### config.mk
export PLATFORM = sky130hd
export DESIGN_NAME = simd_accumulate_block
export DESIGN_NICKNAME = d
export VERILOG_FILES = /design/src/rtl/simd_accumulate_block.sv
export SDC_FILE = /design/constraint.sdc
export NUM_CORES = 1
export LEC_CHECK = 0
export ABC_CLOCK_PERIOD_IN_PS = 6000
export CORE_UTILIZATION = 55
export DETAILED_ROUTE_END_ITERATION = 16
export GPL_ROUTABILITY_DRIVEN = 0
export PLACE_DENSITY_LB_ADDON = 0.2
export RECOVER_POWER = 50
export REMOVE_ABC_BUFFERS = 1
export SLEW_MARGIN = 20
export SYNTH_ARGS = -nofsm -noshare
export SYNTH_HDL_FRONTEND = slang
export SYNTH_SLANG_ARGS = --single-unit
### constraint.sdc
create_clock -name clk_i -period 6 [get_ports clk_i]
set_input_delay 1.2 -clock clk_i [delete_from_list [all_inputs] [get_ports clk_i]]
set_output_delay 1.2 -clock clk_i [all_outputs]
set_load 0.1 [all_outputs]
### src/rtl/simd_accumulate_block.sv
// SIMD block accumulator: sums ACC_LEN beats of a+b per lane, with per-field wrap
// (32/16/8-bit) or a cross-lane reduction, then holds the result until it is taken.
module simd_accumulate_block #(
    parameter int NUM_LANES = 2,
    parameter int LANE_W    = 32,
    parameter int ACC_LEN   = 4
) (
    input  logic                             clk_i,
    input  logic                             rst_ni,
    input  logic                             clear_i,
    input  logic [1:0]                       mode_i,
    input  logic                             valid_i,
    output logic                             ready_o,
    input  logic [NUM_LANES*LANE_W-1:0]      p_a_i,
    input  logic [NUM_LANES*LANE_W-1:0]      p_b_i,
    output logic                             valid_o,
    input  logic                             ready_i,
    output logic [NUM_LANES*LANE_W-1:0]      sums_o,
    output logic [$clog2(ACC_LEN+1)-1:0]     count_o
);

    localparam int CW = $clog2(ACC_LEN + 1);
    localparam logic [CW-1:0] LAST_BEAT = CW'(ACC_LEN - 1);

    typedef enum logic [1:0] {IDLE, ACCUM, DONE} state_t;

    state_t              state;
    state_t              state_next;
    logic [LANE_W-1:0]   acc [NUM_LANES];
    logic [CW-1:0]       count;
    logic [1:0]          mode_q;
    logic [1:0]          mode_acc;
    logic                accept;
    logic [LANE_W-1:0]   total;

    // Partitioned add: carries never cross a field boundary, each field wraps.
    function automatic logic [LANE_W-1:0] lane_add(input logic [LANE_W-1:0] acc_v,
                                                   input logic [LANE_W-1:0] a_v,
                                                   input logic [LANE_W-1:0] b_v,
                                                   input logic [1:0]        mode_v);
        logic [LANE_W-1:0] r;
        r = '0;
        case (mode_v)
            2'd1: begin
                for (int f = 0; f < LANE_W / 16; f++)
                    r[f*16 +: 16] = acc_v[f*16 +: 16] + a_v[f*16 +: 16] + b_v[f*16 +: 16];
            end
            2'd2: begin
                for (int f = 0; f < LANE_W / 8; f++)
                    r[f*8 +: 8] = acc_v[f*8 +: 8] + a_v[f*8 +: 8] + b_v[f*8 +: 8];
            end
            default: r = acc_v + a_v + b_v;
        endcase
        return r;
    endfunction

    always_ff @(posedge clk_i) begin
        if (!rst_ni) state <= IDLE;
        else         state <= state_next;
    end

    always_comb begin
        state_next = state;
        if (clear_i) begin
            state_next = IDLE;
        end else begin
            case (state)
                IDLE:    if (accept) state_next = (ACC_LEN == 1) ? DONE : ACCUM;
                ACCUM:   if (accept && count == LAST_BEAT) state_next = DONE;
                DONE:    if (ready_i) state_next = IDLE;
                default: state_next = IDLE;
            endcase
        end
    end

    always_comb begin
        ready_o = (state != DONE);
        valid_o = (state == DONE);
    end

    assign accept   = valid_i & ready_o & ~clear_i;
    // The first beat of a block uses the live mode; later beats use the latched one.
    assign mode_acc = (state == IDLE) ? mode_i : mode_q;
    assign count_o  = count;

    always_ff @(posedge clk_i) begin
        if (!rst_ni) begin
            for (int k = 0; k < NUM_LANES; k++) acc[k] <= '0;
            count  <= '0;
            mode_q <= 2'd0;
        end else if (clear_i || (valid_o && ready_i)) begin
            for (int k = 0; k < NUM_LANES; k++) acc[k] <= '0;
            count <= '0;
        end else if (accept) begin
            for (int k = 0; k < NUM_LANES; k++)
                acc[k] <= lane_add(acc[k], p_a_i[k*LANE_W +: LANE_W],
                                   p_b_i[k*LANE_W +: LANE_W], mode_acc);
            count <= count + CW'(1);
            if (state == IDLE) mode_q <= mode_i;
        end
    end

    always_comb begin
        total  = '0;
        sums_o = '0;
        for (int k = 0; k < NUM_LANES; k++) total = total + acc[k];
        if (valid_o) begin
            if (mode_q == 2'd3) begin
                sums_o[LANE_W-1:0] = total;
            end else begin
                for (int k = 0; k < NUM_LANES; k++) sums_o[k*LANE_W +: LANE_W] = acc[k];
            end
        end
    end

endmodule

==> qor.txt <==
=====================================================================================
Result of the run                                                        finished, violations left
Violated checks                                                          capacitance limit, slew limit
Total number of vias                                                            10600
Post-route ant nets                                                                 0
Critical Setup Path Class                                                input port to register
Sequential power share                                                          0.208
Vias in the first global route                                                   9863
Die extent in y                                                                140 µm
Total power per unit cell area                                             267 nW/µm²
Critical path data arrival time                                               5540 ps
Instance count of the mapped netlist                                             1246
Final period utilization                                                        0.905
Antenna Diode Count                                                                 0
CP Data Required Time                                                         6110 ps
Placement row count                                                                50
Total of flip-flops plus latches after synthesis                                   71
Nets                                                                             1711
Number of top-level pins                                                          204
Slew at the pin closest to its max-slew limit                                 2500 ps
CTS H-tree lvls                                                                     3
Final critical-path setup slack                                                568 ps
Initial antenna violation count                                                     0
Synthesis warning total                                                             0
Power, Total                                                                  3440 µW
Number of detailed-route iterations in the first pass                               7
Area growth from synthesis to final layout                                      22.5%
Footprint of the multi-input gates                                           8000 µm²
Routed Wire Length                                                            32.9 mm
Cell-internal power                                                           1850 µW
Peak Freq                                                                     184 MHz
CTS Buf Count                                                                       9
Post-route clock skew                                                         13.6 ps
Synth async-reset ratio                                                             0
Count of flip-flops with a built-in enable after synthesis                         64
Synthesized area                                                            10500 µm²
Clock Tree Buf Depth                                                                2
Hold bufs inserted after CTS                                                        0
Fraction of final layout cells sized beyond drive strength 1                   0.0396
Die span in x                                                                  140 µm
Clock-pin slew of the registers on the worst-case setup and hold paths          60 ps
Total of buffers placed on input and output ports                                 203
Worst slack, placed                                                            743 ps
Cell at the root of the clock tree                                          clkbuf_16
Worst slew margin relative to its limit                                        -0.683
Syn Area/Cell                                                                8.45 µm²
Area used by sequential logic in the layout                                  2060 µm²
WL/cell                                                                       20.0 µm
Period minus WS final                                                         5430 ps
Leakage                                                                    0.00560 µW
Core area                                                                   18700 µm²
Maximum number of pins on one net before global-route repair                       60
Library cells used by synthesis                                                    79
Switching share of power                                                        0.462
TritonCTS clock tree                                                              yes
Peak supply drop                                                             0.167 mV
Nature of the critical path endpoint                                         register
Vias per inst                                                                    6.41
Combinational cell fraction of total power                                      0.626
Clock latency reported for the late side of the worst-skew pair                360 ps
Final hold violation count                                                          0
Startpoint kind of the worst setup timing path                             input port
Detailed router's first-iteration violation count                                1174
Number of endpoints failing setup at the final stage                                0
Crit path max fanout                                                               19
Final Max Slew Viols                                                               82
DRC errors left                                                                     0
# Max-Cap Violations                                                                3
First-pass GRT wire length                                                    51.4 mm
Net switching component of the power                                          1590 µW
Post-cts sizing count                                                               0
GR Util All Layers                                                              0.336
Hold Path Class                                                          register to register
Filler cell count                                                                1538
Setup bufs post-CTS                                                                 0
Sinks on Clock Net                                                                 71
Most frequently used flop master after synthesis                             edfxtp_1
Area enclosed by the die boundary                                           19700 µm²
Part of the total power dissipated in the clock network                         0.166
Detailed placer's ending HPWL                                                 25.6 mm
Initial Utilization                                                             0.563
Sequential share of the synthesized area                                        0.196
Setup repair after global routing missed its margin                             false
Overall overflow remaining after global route                                       0
Summed negative setup slack over all endpoints                                   0 ps
=====================================================================================
==> final timing paths <==
path	start	to	slack, ps	cells past startpoint
worst max-delay path	mode_i[0]	acc[0][21]$_SDFFCE_PN0P_	570	8
worst min-delay path	state[1]$_SDFFE_PP0P_	state[0]$_SDFFE_PP0P_	490	1
worst max register to register	state[1]$_SDFFE_PP0P_	acc[0][21]$_SDFFCE_PN0P_	1320	8
worst min register to register	state[1]$_SDFFE_PP0P_	state[0]$_SDFFE_PP0P_	490	1
==> synth_stat cells, types with 4 or more instances <==
library cell	number	share of area
or2_2	4	0.0024
o22ai_1	19	0.011
a211o_1	4	0.0033
ha_1	95	0.11
xor2_1	29	0.024
nand3_1	19	0.0090
o21a_1	15	0.011
nor3_1	22	0.010
a21oi_1	131	0.062
a31oi_1	10	0.0059
o21ai_0	65	0.031
fa_1	71	0.14
nor2_1	96	0.034
a21o_1	57	0.041
nand2b_1	14	0.0083
a211oi_1	25	0.018
o21bai_1	19	0.014
xnor2_1	47	0.039
a21boi_0	6	0.0043
o21ai_1	8	0.0038
or3_1	7	0.0042
inv_1	53	0.019
nor3b_1	4	0.0029
nand2_1	121	0.043
a22o_1	5	0.0042
nand4_1	16	0.0095
a221oi_1	10	0.0083
edfxtp_1	64	0.18
nor2b_1	11	0.0065
mux2i_1	4	0.0038
clkbuf_1	49	0.017
and2_1	10	0.0059
dfxtp_1	7	0.013
o211ai_1	6	0.0043
a22oi_1	15	0.011
and3_1	41	0.024
==> cell usage in the layout, fill, tap and decap left out, drive strengths merged, types with 10 or more instances in the layout <==
master	synthesis	routed
clkdlybuf4s50	0	171
a21oi	132	132
a22oi	15	15
nand2b	14	14
inv	53	52
o21a	16	16
fa	71	71
a31oi	10	10
nand3	19	19
xnor2	47	47
ha	95	95
edfxtp	64	64
buf	6	27
dlygate4sd3	0	11
clkbuf	52	17
nor3	23	23
and2	10	10
nand4	16	16
o21ai	74	74
a21o	58	58
o22ai	19	19
a211oi	25	25
a221oi	11	11
and3	41	41
nor2b	11	11
xor2	29	29
o21bai	19	19
nand2	121	121
nor2	96	96
==> flip-flops by register name, summed over array words and instances (netlist names) <==
signal,flops
state,2
acc,64
mode_q,2
count_o,3
==> kinds of logic (layout without fill, tap and decap cells) <==
group / count (synthesis) / after routing / share of synthesized area
compound gates: 440 / 440 / 0.274
xor+xnor: 76 / 76 / 0.0632
fa+ha+maj: 166 / 166 / 0.248
buf+inv: 111 / 280 / 0.0445
flops: 71 / 71 / 0.196
mux: 4 / 4 / 0.00380
simple gates: 378 / 378 / 0.171
==> per-layer routing <==
| metal | GRT usage | vias up | part of all wire | routed length [µm] |
|---|---|---|---|---|
| met1 | 0.473 | 4926 | 0.41 | 13600 |
| li1 | - | 4911 | - | - |
| met2 | 0.514 | 666 | 0.44 | 14500 |
| met5 | 0 | - | 0 | 0 |
| met4 | 0.113 | 0 | 0.026 | 866 |
| met3 | 0.0680 | 70 | 0.12 | 4040 |
==> cell type report <==
type | instances | share of cell area
multi-input combinational | 1064 | 0.621
timing repair buffer | 211 | 0.158
sequential | 71 | 0.160
tap | 234 | 0.0227
clock buffer | 15 | 0.0233
clock inverter | 1 | 0.000582
inverter | 53 | 0.0154
==> power groups by stage <==
stage | logic [µW] | registers, µW | clock network (µW)
floorplan | 1540 | 677 | 0
CTS | 2090 | 710 | 569
detailed placement | 2070 | 720 | 0
finish | 2150 | 716 | 572
global placement | 2030 | 718 | 0
global route | 2350 | 719 | 586
==> per-stage QoR <==
step                      area, µm²   util  hold WS [ps]  cells
after floorplan               10300      -           446   1188
after global placement        12600  0.673           474   1633
after detailed placement      12600  0.673           481   1633
after CTS                     12900  0.690           490   1649
after global routing          12900  0.689           523   1649
final                         12900  0.689           490   1649
==> worst max-delay path, stage by stage <==
cell	delay [ps]
dlygate4sd3_1	530
mux2i_1	250
inv_1	80
ha_1	500
or2_0	640
o21ai_0	2010
a21oi_1	30
and3_1	290
Note: power is estimated with default switching activity, not from simulation.
